**src/rtl/io_pkg.sv**
```systemverilog
// Register map and status-bit layout shared by the I/O peripheral block and its FIFO.
package io_pkg;

  localparam logic [2:0] REG_KDATA = 3'd0;
  localparam logic [2:0] REG_TIMER = 3'd1;
  localparam logic [2:0] REG_KSTAT = 3'd2;
  localparam logic [2:0] REG_TCMP  = 3'd3;
  localparam logic [2:0] REG_TSTAT = 3'd4;
  localparam int unsigned NUM_REGS = 5;

  // KSTAT = {count[5:0], ovf, nonempty}
  localparam int KSTAT_NONEMPTY = 0;
  localparam int KSTAT_OVF      = 1;
  localparam int KSTAT_CNT_LSB  = 2;

  // TSTAT read/write bit positions
  localparam int TSTAT_FLAG = 0;
  localparam int TSTAT_CLR  = 0;
  localparam int TSTAT_EN   = 1;

endpackage

```
**src/rtl/io_fifo.sv**
```systemverilog
// Circular keyboard buffer with a sticky overflow flag; a pop and a push may happen in one cycle.
module io_fifo
  import io_pkg::*;
#(
  parameter int WIDTH = 8,
  parameter int DEPTH = 8
) (
  input  logic                     clock,
  input  logic                     reset,
  input  logic                     push,
  input  logic                     pop,
  input  logic                     clr_ovf,
  input  logic [WIDTH-1:0]         din,
  output logic [WIDTH-1:0]         head,
  output logic [$clog2(DEPTH):0]   count,
  output logic                     full,
  output logic                     empty,
  output logic                     ovf
);

  localparam int AW = $clog2(DEPTH);

  logic [WIDTH-1:0] mem [DEPTH];
  logic [AW-1:0]    rd_ptr;
  logic [AW-1:0]    wr_ptr;
  logic             do_pop;
  logic             do_push;

  assign empty   = (count == '0);
  assign full    = (count == (AW+1)'(DEPTH));
  // A pop in the same cycle frees the slot, so a full FIFO can still accept the byte.
  assign do_pop  = pop & ~empty;
  assign do_push = push & (~full | do_pop);
  assign head    = empty ? '0 : mem[rd_ptr];

  always_ff @(posedge clock) begin
    if (do_push) mem[wr_ptr] <= din;
  end

  always_ff @(posedge clock) begin
    if (reset) begin
      rd_ptr <= '0;
      wr_ptr <= '0;
      count  <= '0;
      ovf    <= 1'b0;
    end else begin
      if (do_pop)  rd_ptr <= rd_ptr + 1'b1;
      if (do_push) wr_ptr <= wr_ptr + 1'b1;
      case ({do_push, do_pop})
        2'b10:   count <= count + 1'b1;
        2'b01:   count <= count - 1'b1;
        default: count <= count;
      endcase
      if (push && !do_push) ovf <= 1'b1;
      else if (clr_ovf)     ovf <= 1'b0;
    end
  end

endmodule

```
**src/rtl/io_ports.sv**
```systemverilog
// Memory-mapped I/O block: keyboard FIFO, tick timer with compare interrupt, border colour.
// r/w are one-cycle strobes with no backpressure: every access completes in its own cycle.
module io_ports
  import io_pkg::*;
#(
  parameter logic [15:0] BASE       = 16'h0020,
  parameter int          FIFO_DEPTH = 8,
  parameter int          CLK_HZ     = 25000000,
  parameter int          TICK_HZ    = 100,
  parameter int          BORDER_W   = 3
) (
  input  logic                clock,
  input  logic                reset,
  input  logic [15:0]         a,
  input  logic [7:0]          o,
  input  logic                r,
  input  logic                w,
  input  logic                p_kdone,
  input  logic [7:0]          p_ascii,
  output logic [BORDER_W-1:0] p_border,
  output logic                irq,
  output logic [7:0]          p
);

  localparam int DIV = CLK_HZ / TICK_HZ;
  localparam int PW  = (DIV > 1) ? $clog2(DIV) : 1;
  localparam int CW  = $clog2(FIFO_DEPTH) + 1;

  logic [15:0]   off;
  logic          in_win;
  logic          hit_kdata, hit_timer, hit_kstat, hit_tcmp, hit_tstat;
  logic [7:0]    kb_head;
  logic [CW-1:0] kb_count;
  logic          kb_full, kb_empty, kb_ovf;
  logic [5:0]    cnt6;
  logic [PW-1:0] presc;
  logic [7:0]    tcount;
  logic [7:0]    tnext;
  logic [7:0]    tcmp;
  logic          tick;
  logic          match;
  logic          irq_flag;
  logic          irq_en;

  assign off       = a - BASE;
  assign in_win    = (a >= BASE) && (off < 16'(NUM_REGS));
  assign hit_kdata = in_win && (off[2:0] == REG_KDATA);
  assign hit_timer = in_win && (off[2:0] == REG_TIMER);
  assign hit_kstat = in_win && (off[2:0] == REG_KSTAT);
  assign hit_tcmp  = in_win && (off[2:0] == REG_TCMP);
  assign hit_tstat = in_win && (off[2:0] == REG_TSTAT);

  io_fifo #(.WIDTH(8), .DEPTH(FIFO_DEPTH)) u_kbd (
    .clock   (clock),
    .reset   (reset),
    .push    (p_kdone),
    .pop     (r & hit_kdata),
    .clr_ovf (r & hit_kstat),
    .din     (p_ascii),
    .head    (kb_head),
    .count   (kb_count),
    .full    (kb_full),
    .empty   (kb_empty),
    .ovf     (kb_ovf)
  );

  assign cnt6 = 6'(kb_count);

  always_comb begin
    p = 8'h00;
    if (hit_kdata) p = kb_head;
    if (hit_timer) p = tcount;
    if (hit_kstat) begin
      p[KSTAT_NONEMPTY]           = ~kb_empty;
      p[KSTAT_OVF]                = kb_ovf;
      p[KSTAT_CNT_LSB +: 6]       = cnt6;
    end
    if (hit_tcmp)  p = tcmp;
    if (hit_tstat) p[TSTAT_FLAG] = irq_flag;
  end

  assign tick  = (presc == PW'(DIV - 1));
  assign tnext = tcount + 8'd1;
  // A TIMER write on a tick cycle overrides the increment, so it also suppresses the compare.
  assign match = tick && !(w && hit_timer) && (tnext == tcmp);

  always_ff @(posedge clock) begin
    if (reset) begin
      presc    <= '0;
      tcount   <= 8'h00;
      tcmp     <= 8'h00;
      irq_flag <= 1'b0;
      irq_en   <= 1'b0;
      irq      <= 1'b0;
      p_border <= '0;
    end else begin
      if (w && hit_timer) begin
        tcount <= o;
        presc  <= '0;
      end else if (tick) begin
        tcount <= tnext;
        presc  <= '0;
      end else begin
        presc  <= presc + 1'b1;
      end
      if (w && hit_tcmp) tcmp <= o;
      if (match)                           irq_flag <= 1'b1;
      else if (w && hit_tstat && o[TSTAT_CLR]) irq_flag <= 1'b0;
      if (w && hit_tstat && o[TSTAT_EN]) irq_en <= 1'b1;
      irq <= irq_flag & irq_en;
      if (w && hit_kdata) p_border <= o[BORDER_W-1:0];
    end
  end

  logic unused_ok;
  assign unused_ok = kb_full;

endmodule

```
**config.mk**
```make
export PLATFORM = sky130hd
export DESIGN_NAME = io_ports
export DESIGN_NICKNAME = d
export VERILOG_FILES = /design/src/rtl/io_pkg.sv /design/src/rtl/io_fifo.sv /design/src/rtl/io_ports.sv
export SDC_FILE = /design/constraint.sdc
export NUM_CORES = 1
export LEC_CHECK = 0
export ABC_AREA = 1
export CAP_MARGIN = 20
export CORE_ASPECT_RATIO = 0.6
export CORE_MARGIN = 5
export CORE_UTILIZATION = 40
export CTS_BUF_LIST = sky130_fd_sc_hd__clkbuf_2 sky130_fd_sc_hd__clkbuf_4 sky130_fd_sc_hd__clkbuf_8
export DETAILED_ROUTE_END_ITERATION = 6
export HOLD_SLACK_MARGIN = 0.12
export PLACE_DENSITY = 0.66
export SKIP_LAST_GASP = 1
export SLEW_MARGIN = 20
export SYNTH_ARGS = -nofsm -noshare
export SYNTH_HDL_FRONTEND = slang
export SYNTH_SLANG_ARGS = --single-unit
```
**constraint.sdc**
```tcl
create_clock -name clock -period 2.99 [get_ports clock]
set_input_delay 0.4485 -clock clock [delete_from_list [all_inputs] [get_ports clock]]
set_output_delay 0.4485 -clock clock [all_outputs]
set_load 0.02 [all_outputs]
```
==> results.rst <==
.. list-table::
   :header-rows: 1

   * - Metric
     - Value
   * - Number of design-rule violations left by the first detailed-router iteration
     - 503
   * - Worst rel slew slack
     - 71.11%
   * - Min Tclk post-route
     - 2834 ps
   * - Worst path top cell family by delay
     - buffers and inverters
   * - Fraction of registers with async set or reset after synthesis
     - 0%
   * - Hold bufs inserted after CTS
     - 0
   * - Floorplan die height
     - 101.2 um
   * - Worst Path Arrival
     - 2390 ps
   * - Share of the clock period used by the worst path after layout
     - 94.80%
   * - Overall routed net length
     - 14110 um
   * - Category of the critical setup timing path
     - input pin to output port
   * - Standard cell core area
     - 0.01363 mm^2
   * - Vias in the first global route
     - 4646
   * - Starting utilization of the core area
     - 40.65%
   * - Part of the Yosys area used for sequential elements
     - 54.21%
   * - Remaining antenna violation count after routing
     - 0
   * - Fin util
     - 51.44%
   * - Clock latency at the later pin of the worst-skew pair
     - 430 ps
   * - Mapped Cells
     - 652
   * - Area enclosed by the die boundary
     - 0.01638 mm^2
   * - Number of iterations in the first detailed-routing pass
     - 5
   * - CP startpoint kind
     - input pin
   * - Worst setup slack before clock tree synthesis
     - -563.7 ps
   * - GRT Resource Usage Total
     - 17.92%
   * - Vias after detailed routing
     - 4839
   * - Overflow left after global routing
     - 0
   * - RSZ-0062 raised after global routing
     - false
   * - Detailed Place HPWL
     - 10180 um
   * - Number of vias per cell after detailed routing
     - 5.175
   * - Overall power consumption
     - 3.495 mW
   * - Crit path max-delay cell type
     - sky130_fd_sc_hd__clkdlybuf4s50_1
   * - Clock slew at the register clock pins of the worst setup and hold paths
     - 70 ps
   * - Largest stage delay, worst path
     - 490 ps
   * - Max-slew violation count
     - 0
   * - Register Area
     - 0.003003 mm^2
   * - Post-Synthesis Net Count
     - 697
   * - Leakage power
     - 2.894 nW
   * - DRC viols
     - 0
   * - Critical Path Sink Type
     - output port
   * - Clock sink total
     - 118
   * - Actual slew at the worst max-slew pin
     - 430.7 ps
   * - Number of buffer cells added on primary ports
     - 48
   * - Worst IR Drop VDD
     - 0.2246 mV
   * - Clk Tree Root Cell
     - sky130_fd_sc_hd__clkbuf_8
   * - Most prevalent standard cell on the critical path
     - sky130_fd_sc_hd__buf_6
   * - Max Fclk
     - 0.3528 GHz
   * - Maximum number of pins on one net before global-route repair
     - 34
   * - Outcome
     - completed
   * - Number of I/O pins
     - 49
   * - Net count of the finished layout
     - 793
   * - Fin. Hold Viols
     - 0
   * - Initial antenna violation count
     - 0
   * - Count of filler cells inserted in the layout
     - 1234
   * - # diodes
     - 0
   * - Clock tree skew after final layout
     - 8.761 ps
   * - Post-synthesis cell type count
     - 41
   * - CP Max Fanout
     - 6
   * - Top FF cell, synth
     - sky130_fd_sc_hd__edfxtp_1
   * - Die width
     - 161.9 um
   * - Synthesized flop and latch total
     - 118
   * - Clock tree from TritonCTS
     - done
   * - Wire length of the first global-routing pass
     - 23000 um
   * - RD Place Congestion
     - 0.9083
   * - Per-instance average area after synthesis
     - 8.495 um^2
   * - H-tree levels
     - 4
   * - Area added between synthesis and finish
     - 26.54%
   * - Count of flip-flops with a built-in enable after synthesis
     - 64
   * - Worst EP required
     - 2540 ps
   * - Total clock buffers created by CTS
     - 17
   * - Final critical-path setup slack
     - 155.6 ps
   * - Buf/Inv on CP
     - 6
   * - Worst Hold Class
     - flop to flop
   * - Maximum capacitance violations
     - 0
   * - Crit-path cells
     - clkdlybuf4s50_1 > inv_1 > nor2_1 > nor2_2 > nand3_2 > nor2_4 > buf_6 > nand2_2 > clkinv_2 > nand2_4 > buf_6 > o22ai_2 > a21oi_1 > buf_4
   * - Hold slack final
     - 448.5 ps
   * - Yosys warning count
     - 0
   * - Final setup vio count
     - 0
   * - Avg WL per Cell
     - 15.09 um
   * - Worst-case clock buffer depth
     - 2
   * - Layout cell share with drive strength beyond 1
     - 16.05%
   * - Power per unit of standard cell area
     - 498.6 mW/mm^2
   * - Area of the multi-input gates
     - 0.002247 mm^2
   * - Row Count
     - 33
   * - Synth Cell Area
     - 0.005539 mm^2
==> synth_stat cells (4+ instances only) <==
cell type / number / area [um^2]
sky130_fd_sc_hd__o21ai_0: 58 / 290.3
sky130_fd_sc_hd__inv_1: 66 / 247.7
sky130_fd_sc_hd__nand3_1: 37 / 185.2
sky130_fd_sc_hd__a21oi_1: 29 / 145.1
sky130_fd_sc_hd__nand4_1: 6 / 37.54
sky130_fd_sc_hd__nor2_1: 95 / 356.6
sky130_fd_sc_hd__clkbuf_1: 13 / 48.80
sky130_fd_sc_hd__dfxtp_1: 54 / 1081
sky130_fd_sc_hd__nor2_2: 4 / 25.02
sky130_fd_sc_hd__nor3_1: 17 / 85.08
sky130_fd_sc_hd__nand2_2: 4 / 25.02
sky130_fd_sc_hd__o22ai_1: 9 / 56.30
sky130_fd_sc_hd__xor2_1: 9 / 78.83
sky130_fd_sc_hd__edfxtp_1: 64 / 1922
sky130_fd_sc_hd__nand2_1: 132 / 495.5
sky130_fd_sc_hd__a31oi_1: 4 / 25.02
sky130_fd_sc_hd__xnor2_1: 6 / 52.55
sky130_fd_sc_hd__ha_1: 7 / 87.58
sky130_fd_sc_hd__inv_2: 4 / 15.01
==> metal layers <==
metal	wire [um]	global-route usage (%)
met1	6793	25.28
met2	6043	27.04
met3	1007	4.392
met4	265	6.628
met5	0	0
==> path summary, 6_finish.rpt <==
check	startpoint	slack (ps)	to	cells past startpoint
worst max-delay path	a[2]	160	p[3]	14
worst min register to register	presc[0]	450	presc[0]	1
worst max register to register	u_kbd.count[1]	800	u_kbd.count[3]	17
worst min-delay path	presc[0]	450	presc[0]	1
==> power breakdown <==
part           leakage [nW]  internal [mW]  switching [mW]
sequential             1.02           1.74          0.0116
combinational          1.65         0.0889           0.112
clock                 0.223          0.925           0.622
==> registers in the layout, indices dropped and copies added, names as in the netlist, named ones only <==
register      flops
tcount            8
presc            18
irq_flag          1
irq               1
u_kbd.ovf         1
u_kbd.mem        64
p_border          3
irq_en            1
u_kbd.wr_ptr      3
u_kbd.rd_ptr      3
tcmp              8
u_kbd.count       4
==> kinds of logic after synthesis <==
| logic type | synth area share, % |
|---|---|
| buffers and inverters | 6.370 |
| AND/OR/NAND/NOR | 24.24 |
| XOR/XNOR | 2.372 |
| adder cells (fa/ha/maj) | 1.943 |
| AO/OA/AOI/OAI | 10.87 |
| flip-flops | 54.21 |
==> worst register-to-register path: cells and delay by family, from the launching register on <==
| kind | cells | cell delay, ps |
|---|---|---|
| AOI/OAI and AO/OA | 1 | 180 |
| adders and majority gates | 1 | 310 |
| buffers and inverters | 3 | 150 |
| DFF | 1 | 390 |
| and+or+nand+nor | 12 | 1050 |
==> layout make-up <==
| cell class | count | area share, % |
|---|---|---|
| Clock buffer | 23 | 4.338 |
| Clock inverter | 8 | 1.714 |
| Inverter | 72 | 3.874 |
| Multi-Input combinational cell | 445 | 32.06 |
| Sequential cell | 118 | 42.84 |
| Tap cell | 175 | 3.124 |
| Timing Repair Buffer | 94 | 12.05 |
==> layout by cell type (no fill, tap or decap), drive strengths merged <==
cell type,instances
clkinv,6
nor3,18
nor4,2
nand2,137
nand3,38
and3,1
nor3b,3
ha,7
clkdlybuf4s50,36
xnor2,6
xor2,9
o221ai,3
edfxtp,64
a31oi,4
o2111a,1
inv,71
dfxtp,54
fa,1
a21oi,29
bufinv,3
nor2,101
o21ai,61
a211oi,1
or2,3
a221o,1
o22ai,9
o31ai,1
dlymetal6s2s,3
dlygate4sd2,1
o211ai,1
and2,1
nand4,7
buf,54
clkbuf,23
==> metrics by stage <==
| stage | instance area (um^2) | TNS (ps) | instances |
|---|---|---|---|
| final | 7009 | 0 | 935 |
| after global routing | 7009 | 0 | 935 |
| after CTS | 6975 | 0 | 935 |
| after detailed placement | 6520 | -13680 | 903 |
| after global placement | 6520 | -7804 | 903 |
| after floorplan | 5539 | 0 | 652 |
==> what timing repair did <==
action | in CTS | in global routing
gates resized for setup | 54 | 11
setup endpoints to repair | 8 | 9
buffers inserted | 1 | 0
pin swaps | 6 | 8
No activity file was read; power rests on OpenSTA's default activity.
